`config.mk`:
```
export PLATFORM = sky130hd
export DESIGN_NAME = maze_grid_receiver
export DESIGN_NICKNAME = d
export VERILOG_FILES = /design/src/rtl/grid_pkg.sv /design/src/rtl/sync_edge.sv /design/src/rtl/maze_grid_receiver.sv
export SDC_FILE = /design/constraint.sdc
export NUM_CORES = 1
export LEC_CHECK = 0
export ABC_AREA = 1
export CORE_AREA = 4 4 128 155
export CTS_BUF_LIST = sky130_fd_sc_hd__clkbuf_16
export DETAILED_ROUTE_END_ITERATION = 6
export DIE_AREA = 0 0 132 159
export PLACE_DENSITY = 0.66
export SLEW_MARGIN = 25
export SYNTH_ARGS = -nofsm -noshare
export SYNTH_HDL_FRONTEND = slang
export SYNTH_SLANG_ARGS = --single-unit
export TNS_END_PERCENT = 5
```
`constraint.sdc`:
```
create_clock -name CLOCK_50 -period 2.4 [get_ports CLOCK_50]
set_input_delay 0.24 -clock CLOCK_50 [delete_from_list [all_inputs] [get_ports CLOCK_50]]
set_output_delay 0.24 -clock CLOCK_50 [all_outputs]
set_load 0.01 [all_outputs]
```
`src/rtl/grid_pkg.sv`:
```
// Shared constants and types for the maze tile-update receiver.
package grid_pkg;

    localparam int unsigned GRID_W     = 4;
    localparam int unsigned GRID_H     = 5;
    localparam int unsigned FRAME_BITS = 16;

    // MSB positions of the frame fields: [15:12] x, [11:8] y, [7:0] color
    localparam int unsigned X_MSB     = 15;
    localparam int unsigned Y_MSB     = 11;
    localparam int unsigned COLOR_MSB = 7;

    localparam logic [7:0] CLEAR_COLOR = 8'b000_000_00;

    typedef enum logic [1:0] {
        StIdle,
        StShift,
        StCommit
    } rx_state_e;

endpackage

```
`src/rtl/sync_edge.sv`:
```
// Two-flop synchronizer for an asynchronous pin, with optional rising-edge pulse.
module sync_edge #(
    parameter logic RESET_VAL = 1'b0,
    parameter bit   EDGE_EN   = 1'b0
) (
    input  logic CLOCK_50,
    input  logic reset,
    input  logic d_i,
    output logic q_o,
    output logic rise_o
);

    logic meta_q;
    logic sync_q;

    // Synchronizer chain
    always_ff @(posedge CLOCK_50) begin
        if (reset) begin
            meta_q <= RESET_VAL;
            sync_q <= RESET_VAL;
        end else begin
            meta_q <= d_i;
            sync_q <= meta_q;
        end
    end

    assign q_o = sync_q;

    if (EDGE_EN) begin : g_edge
        logic prev_q;

        // Previous synchronized value for edge detection
        always_ff @(posedge CLOCK_50) begin
            if (reset) begin
                prev_q <= RESET_VAL;
            end else begin
                prev_q <= sync_q;
            end
        end

        assign rise_o = sync_q & ~prev_q;
    end else begin : g_no_edge
        assign rise_o = 1'b0;
    end

endmodule

```
`src/rtl/maze_grid_receiver.sv`:
```
// Serial tile-update receiver: shifts in 16-bit frames and writes the tile-color array
// that the VGA pixel logic reads.
module maze_grid_receiver #(
    parameter int unsigned GRID_W      = grid_pkg::GRID_W,
    parameter int unsigned GRID_H      = grid_pkg::GRID_H,
    parameter logic [7:0]  CLEAR_COLOR = grid_pkg::CLEAR_COLOR
) (
    input  logic       CLOCK_50,
    input  logic       reset,
    input  logic       sck_i,
    input  logic       mosi_i,
    input  logic       cs_n_i,
    input  logic [2:0] rd_x_i,
    input  logic [2:0] rd_y_i,
    output logic [7:0] rd_color_o,
    output logic       frame_done_o,
    output logic       busy_o,
    output logic [7:0] err_count_o
);

    import grid_pkg::*;

    logic sck_rise;
    logic mosi_s;
    logic cs_n_s;
    logic unused_sck_level;
    logic unused_mosi_rise;
    logic unused_cs_rise;

    sync_edge #(.RESET_VAL(1'b0), .EDGE_EN(1'b1)) u_sync_sck (
        .CLOCK_50 (CLOCK_50),
        .reset    (reset),
        .d_i      (sck_i),
        .q_o      (unused_sck_level),
        .rise_o   (sck_rise)
    );

    sync_edge #(.RESET_VAL(1'b0), .EDGE_EN(1'b0)) u_sync_mosi (
        .CLOCK_50 (CLOCK_50),
        .reset    (reset),
        .d_i      (mosi_i),
        .q_o      (mosi_s),
        .rise_o   (unused_mosi_rise)
    );

    // CS_N idles high so the synchronizer comes out of reset deselected
    sync_edge #(.RESET_VAL(1'b1), .EDGE_EN(1'b0)) u_sync_cs (
        .CLOCK_50 (CLOCK_50),
        .reset    (reset),
        .d_i      (cs_n_i),
        .q_o      (cs_n_s),
        .rise_o   (unused_cs_rise)
    );

    rx_state_e               state_q, state_d;
    logic [4:0]              bit_cnt_q, bit_cnt_d;
    logic [FRAME_BITS-1:0]   shift_q, shift_d;
    logic [7:0]              err_q, err_d;
    logic                    frame_done_q, frame_done_d;
    logic                    err_inc;
    logic                    commit_ok;
    logic [7:0]              grid_q [GRID_W][GRID_H];

    logic [3:0] fld_x;
    logic [3:0] fld_y;
    logic [7:0] fld_color;
    logic       in_range;
    logic       last_bit;

    assign fld_x     = shift_q[X_MSB -: 4];
    assign fld_y     = shift_q[Y_MSB -: 4];
    assign fld_color = shift_q[COLOR_MSB -: 8];
    assign in_range  = (32'(fld_x) < GRID_W) && (32'(fld_y) < GRID_H);
    assign last_bit  = (bit_cnt_q == 5'(FRAME_BITS - 1));

    // FSM next-state, shifter and error-event decode
    always_comb begin
        state_d   = state_q;
        bit_cnt_d = bit_cnt_q;
        shift_d   = shift_q;
        err_inc   = 1'b0;
        commit_ok = 1'b0;
        unique case (state_q)
            StIdle: begin
                bit_cnt_d = 5'd0;
                if (!cs_n_s && sck_rise) begin
                    shift_d   = {shift_q[FRAME_BITS-2:0], mosi_s};
                    bit_cnt_d = 5'd1;
                    state_d   = StShift;
                end
            end
            StShift: begin
                // The final bit wins over a simultaneous CS_N release
                if (sck_rise && (!cs_n_s || last_bit)) begin
                    shift_d   = {shift_q[FRAME_BITS-2:0], mosi_s};
                    bit_cnt_d = bit_cnt_q + 5'd1;
                    if (last_bit) begin
                        state_d = StCommit;
                    end
                end else if (cs_n_s) begin
                    // Release with no bits after a commit is just the end of the window
                    if (bit_cnt_q != 5'd0) begin
                        err_inc = 1'b1;
                    end
                    bit_cnt_d = 5'd0;
                    state_d   = StIdle;
                end
            end
            StCommit: begin
                if (in_range) begin
                    commit_ok = 1'b1;
                end else begin
                    err_inc = 1'b1;
                end
                bit_cnt_d = 5'd0;
                if (!cs_n_s) begin
                    state_d = StShift;
                    // An edge here is the first bit of the next frame
                    if (sck_rise) begin
                        shift_d   = {shift_q[FRAME_BITS-2:0], mosi_s};
                        bit_cnt_d = 5'd1;
                    end
                end else begin
                    state_d = StIdle;
                end
            end
            default: begin
                state_d   = StIdle;
                bit_cnt_d = 5'd0;
            end
        endcase

        err_d        = (err_inc && (err_q != 8'hFF)) ? err_q + 8'd1 : err_q;
        frame_done_d = commit_ok;
    end

    // FSM and control registers
    always_ff @(posedge CLOCK_50) begin
        if (reset) begin
            state_q      <= StIdle;
            bit_cnt_q    <= 5'd0;
            shift_q      <= '0;
            err_q        <= 8'd0;
            frame_done_q <= 1'b0;
        end else begin
            state_q      <= state_d;
            bit_cnt_q    <= bit_cnt_d;
            shift_q      <= shift_d;
            err_q        <= err_d;
            frame_done_q <= frame_done_d;
        end
    end

    // Tile-color array, written at the end of a valid COMMIT
    always_ff @(posedge CLOCK_50) begin
        for (int unsigned x = 0; x < GRID_W; x++) begin
            for (int unsigned y = 0; y < GRID_H; y++) begin
                if (reset) begin
                    grid_q[x][y] <= CLEAR_COLOR;
                end else if (commit_ok && (32'(fld_x) == x) && (32'(fld_y) == y)) begin
                    grid_q[x][y] <= fld_color;
                end
            end
        end
    end

    // Combinational read port; out-of-range coordinates read as CLEAR_COLOR
    always_comb begin
        rd_color_o = CLEAR_COLOR;
        for (int unsigned x = 0; x < GRID_W; x++) begin
            for (int unsigned y = 0; y < GRID_H; y++) begin
                if ((32'(rd_x_i) == x) && (32'(rd_y_i) == y)) begin
                    rd_color_o = grid_q[x][y];
                end
            end
        end
    end

    assign frame_done_o = frame_done_q;
    assign busy_o       = (state_q != StIdle);
    assign err_count_o  = err_q;

endmodule

```
==> results.md <==
* Area of the multi-input gates at 3210 um2
* Core area at 18200 um2
* Max Fanout on Critical Path at 1
* R2r endpoint: err_count_o[7]$_SDFFE_PP0P_
* Sw Share at 0.328
* Outcome: finished with violations
* EDFF count, synth at 160
* Leading area contributor after synthesis: edfxtp_1
* Placed Cells at around 1300
* Vias in the first global route at 6881
* RePlAce Congestion at approximately 0.83
* Nets@finish at between 1000 and 1500
* Initial antenna violation count at 2
* Initial Utilization at 0.497
* Endpoints failing hold at 0
* CTS root buf: clkbuf_16
* Number of top-level pins at 29
* Layout area overhead at 20.2%
* DRC violations left at 0
* Register area share after synthesis at 0.618
* Total Routing Usage GR at 0.219
* Minimum clock period at 2.42 ns
* Vias/cell at 5.38
* Setup crit end kind: output port
* CTS buffer count at 17
* Worst slew margin at 0.580
* Syn Std Cell Area at roughly 9000 um2
* Min-Delay Path Depth at 3
* Routed via count at 6979
* Yosys top cell area share at 0.532
* CTS H-tree lvls at 4
* Reg2reg setup slack at 0.15 ns
* Cells after synthesis at 965
* Setup bufs post-CTS at 0
* Clk_skew at 0.00738 ns
* CTS Hold Bufs at 0
* Worst r2r src: bit_cnt_q[0]$_SDFFE_PP0P_
* Synthesized net count at roughly 980
* First-pass GRT wire length at 35700 um
* Synth Flop Type: edfxtp_1
* Kind of critical path: reg -> out
* Synth top area cells: edfxtp_1 (53%), nor2_1 (9.6%), dfxtp_1 (8.6%)
* Measured slew at the worst slew-check pin at 0.629 ns
* R2r worst-path depth at 16
* Synth Warn # at 0
* Clock Latency Late Sink at 0.43 ns
* Distinct cells, synth at 34
* Top cells by count, synth: nor2_1 (232), nand2_1 (203), edfxtp_1 (160), inv_1 (82)
* Layout cell share with drive strength beyond 1 at 0.200
* Peak Freq at 0.413 GHz
* Finished Layout Cells at 1297
* Critical path data arrival time at 2.18 ns
* Final WL at approximately 23000 um
* Pwr per Cell Area at 819 nW/um2
* Pin count of the biggest net entering global routing at 63
* Violated checks: setup timing
* Unrepaired setup endpoints after global routing: yes
* Startpoint types: flop
* Gr ovfl total at 0
* Min-delay src: mosi_i
* Drt first pass iters at 5
* Die ar. at 21000 um2
* Die Ht at 159 um
* FP Rows at 54
* Fin Setup TNS at -0.0185 ns
* Register area at 5590 um2
* WL per Instance at between 15 and 20 um
* Hold Crit Class: in -> reg
* CTS tree: built
* PnR worst setup slack at -0.0185 ns
* 1st-iter DRT viols at 554
* Pleak at a little over 0.004 uW
* Combinational share of power at 0.230
* Max Buffers Root-to-Sink at 2
* Worst VDD drop at 605 uV
* Routed Antenna Nets at 0
* Max-Cap Viols at 0
* Ys async rst share at 0
* Clock power share at 0.305
* Switching Power at 2920 uW
* Clk sink count at around 200
* DIE WIDTH at around 130 um
* Setup slack at placement at -0.877 ns
* Internal at 5970 uW
* Post-detail-place hpwl at ~16000 um
* Required @ worst endpoint at roughly 2.2 ns
* Final setup violation count at 1
* Port bufs at 28
* Worst hold endpoint: u_sync_mosi.meta_q$_SDFF_PP0_
* Fill cells at between 1500 and 2000
* Synthesized area per cell at 9.36 um2
* Max-slew violations at 0
* Seq pwr share at 0.465
* Post-synthesis register bit count at 199
* Final period utilization at 1.01
* Most frequent cell after synthesis: nor2_1
* Clk pin slew, worst setup/hold paths at 0.07 ns
[repair_timing]
action                                  CTS  global route
pin swaps                                33            29
endpoints found under the setup margin    8            10
gates cloned                              1             0
gates resized for setup                  88            21
[cells by family after synthesis]
| kind of cell | count (synthesis) | synth area share |
|---|---|---|
| AO/OA/AOI/OAI | 77 | 0.0453 |
| adder cells (fa/ha/maj) | 8 | 0.0111 |
| buffers and inverters | 128 | 0.0533 |
| flip-flops | 199 | 0.618 |
| AND/OR/NAND/NOR | 553 | 0.272 |
[metal layers]
layer,part of all wire,track usage,up-vias
li1,-,-,3366
met1,0.40,0.273,3316
met2,0.50,0.366,236
met3,0.062,0.0503,59
met4,0.035,0.0960,2
met5,0.00058,0,-
[stage by stage]
step	cell area, um2	utilization	hold slack (ns)	total power [uW]
after floorplan	9030	-	0.344	5300
after global placement	10100	0.555	0.391	6190
after detailed placement	10100	0.555	0.396	6200
after CTS	10800	0.595	0.306	8910
after global routing	10900	0.597	0.355	9270
final	10900	0.597	0.321	8900
[state kept, by name, summed over array words and instances, names as in the netlist]
register	flops
u_sync_cs.meta_q	1
state_q	2
u_sync_sck.g_edge.prev_q	1
u_sync_sck.q_o	1
grid_q	160
err_count_o	8
frame_done_o	1
u_sync_mosi.q_o	1
u_sync_cs.q_o	1
shift_q	16
u_sync_mosi.meta_q	1
bit_cnt_q	5
u_sync_sck.meta_q	1
[power by group through the flow]
stage	clock, uW	sequential [uW]	combinational (uW)
CTS	2760	4140	2010
global placement	0	4200	1990
finish	2720	4140	2040
global route	2900	4170	2210
detailed placement	0	4210	1990
floorplan	0	4180	1120
[final cells by class]
class,instances,area share
multi-input combinational,638,0.296
tap,224,0.0258
inverter,100,0.0346
sequential,199,0.514
clock inverter,14,0.0116
timing repair buffer,104,0.0787
antenna,1,0.000230
clock buffer,17,0.0392
[worst max-delay path by stage]
stage | startpoint | end | slack [ns] | cells past startpoint
floorplan | bit_cnt_q[0]$_SDFFE_PP0P_ | err_count_o[7]$_SDFFE_PP0P_ | 0.27 | 16
global placement | rd_x_i[1] | rd_color_o[5] | -0.83 | 17
detailed placement | rd_x_i[1] | rd_color_o[5] | -0.88 | 17
CTS | grid_q[0][34]$_SDFFCE_PN0P_ | rd_color_o[2] | -0.09 | 13
global route | grid_q[0][34]$_SDFFCE_PN0P_ | rd_color_o[2] | -0.15 | 13
finish | grid_q[0][34]$_SDFFCE_PN0P_ | rd_color_o[2] | -0.02 | 13
[worst max-delay path, cell delays in order, from the launching register on]
cell      delay (ns)
edfxtp_1        0.37
nand2_1         0.07
nand2_1         0.08
nor2_2          0.12
nand4_1         0.13
nand2_1         0.14
nand4_1         0.14
nand2_2         0.11
nand4_1         0.10
nor2_2          0.13
nand4_1         0.11
nand2_1         0.08
nand2_1         0.04
buf_2           0.13
[layout by cell type (no fill, tap or decap), types with 9 or more instances in the layout]
cell type,netlist,routed
clkbuf_16,0,17
inv_1,82,83
inv_2,16,17
a21oi_1,39,34
nor3_1,16,13
nor2_4,0,13
nand2_1,203,200
nand4_1,25,25
edfxtp_1,160,160
nor2_1,232,214
nand3_1,26,19
nor2_2,5,10
dfxtp_1,39,39
o21ai_0,25,25
buf_4,0,68
clkdlybuf4s50_1,0,14
nand3_2,21,23
or2_2,9,9
Power figures use the tool's default switching activity.
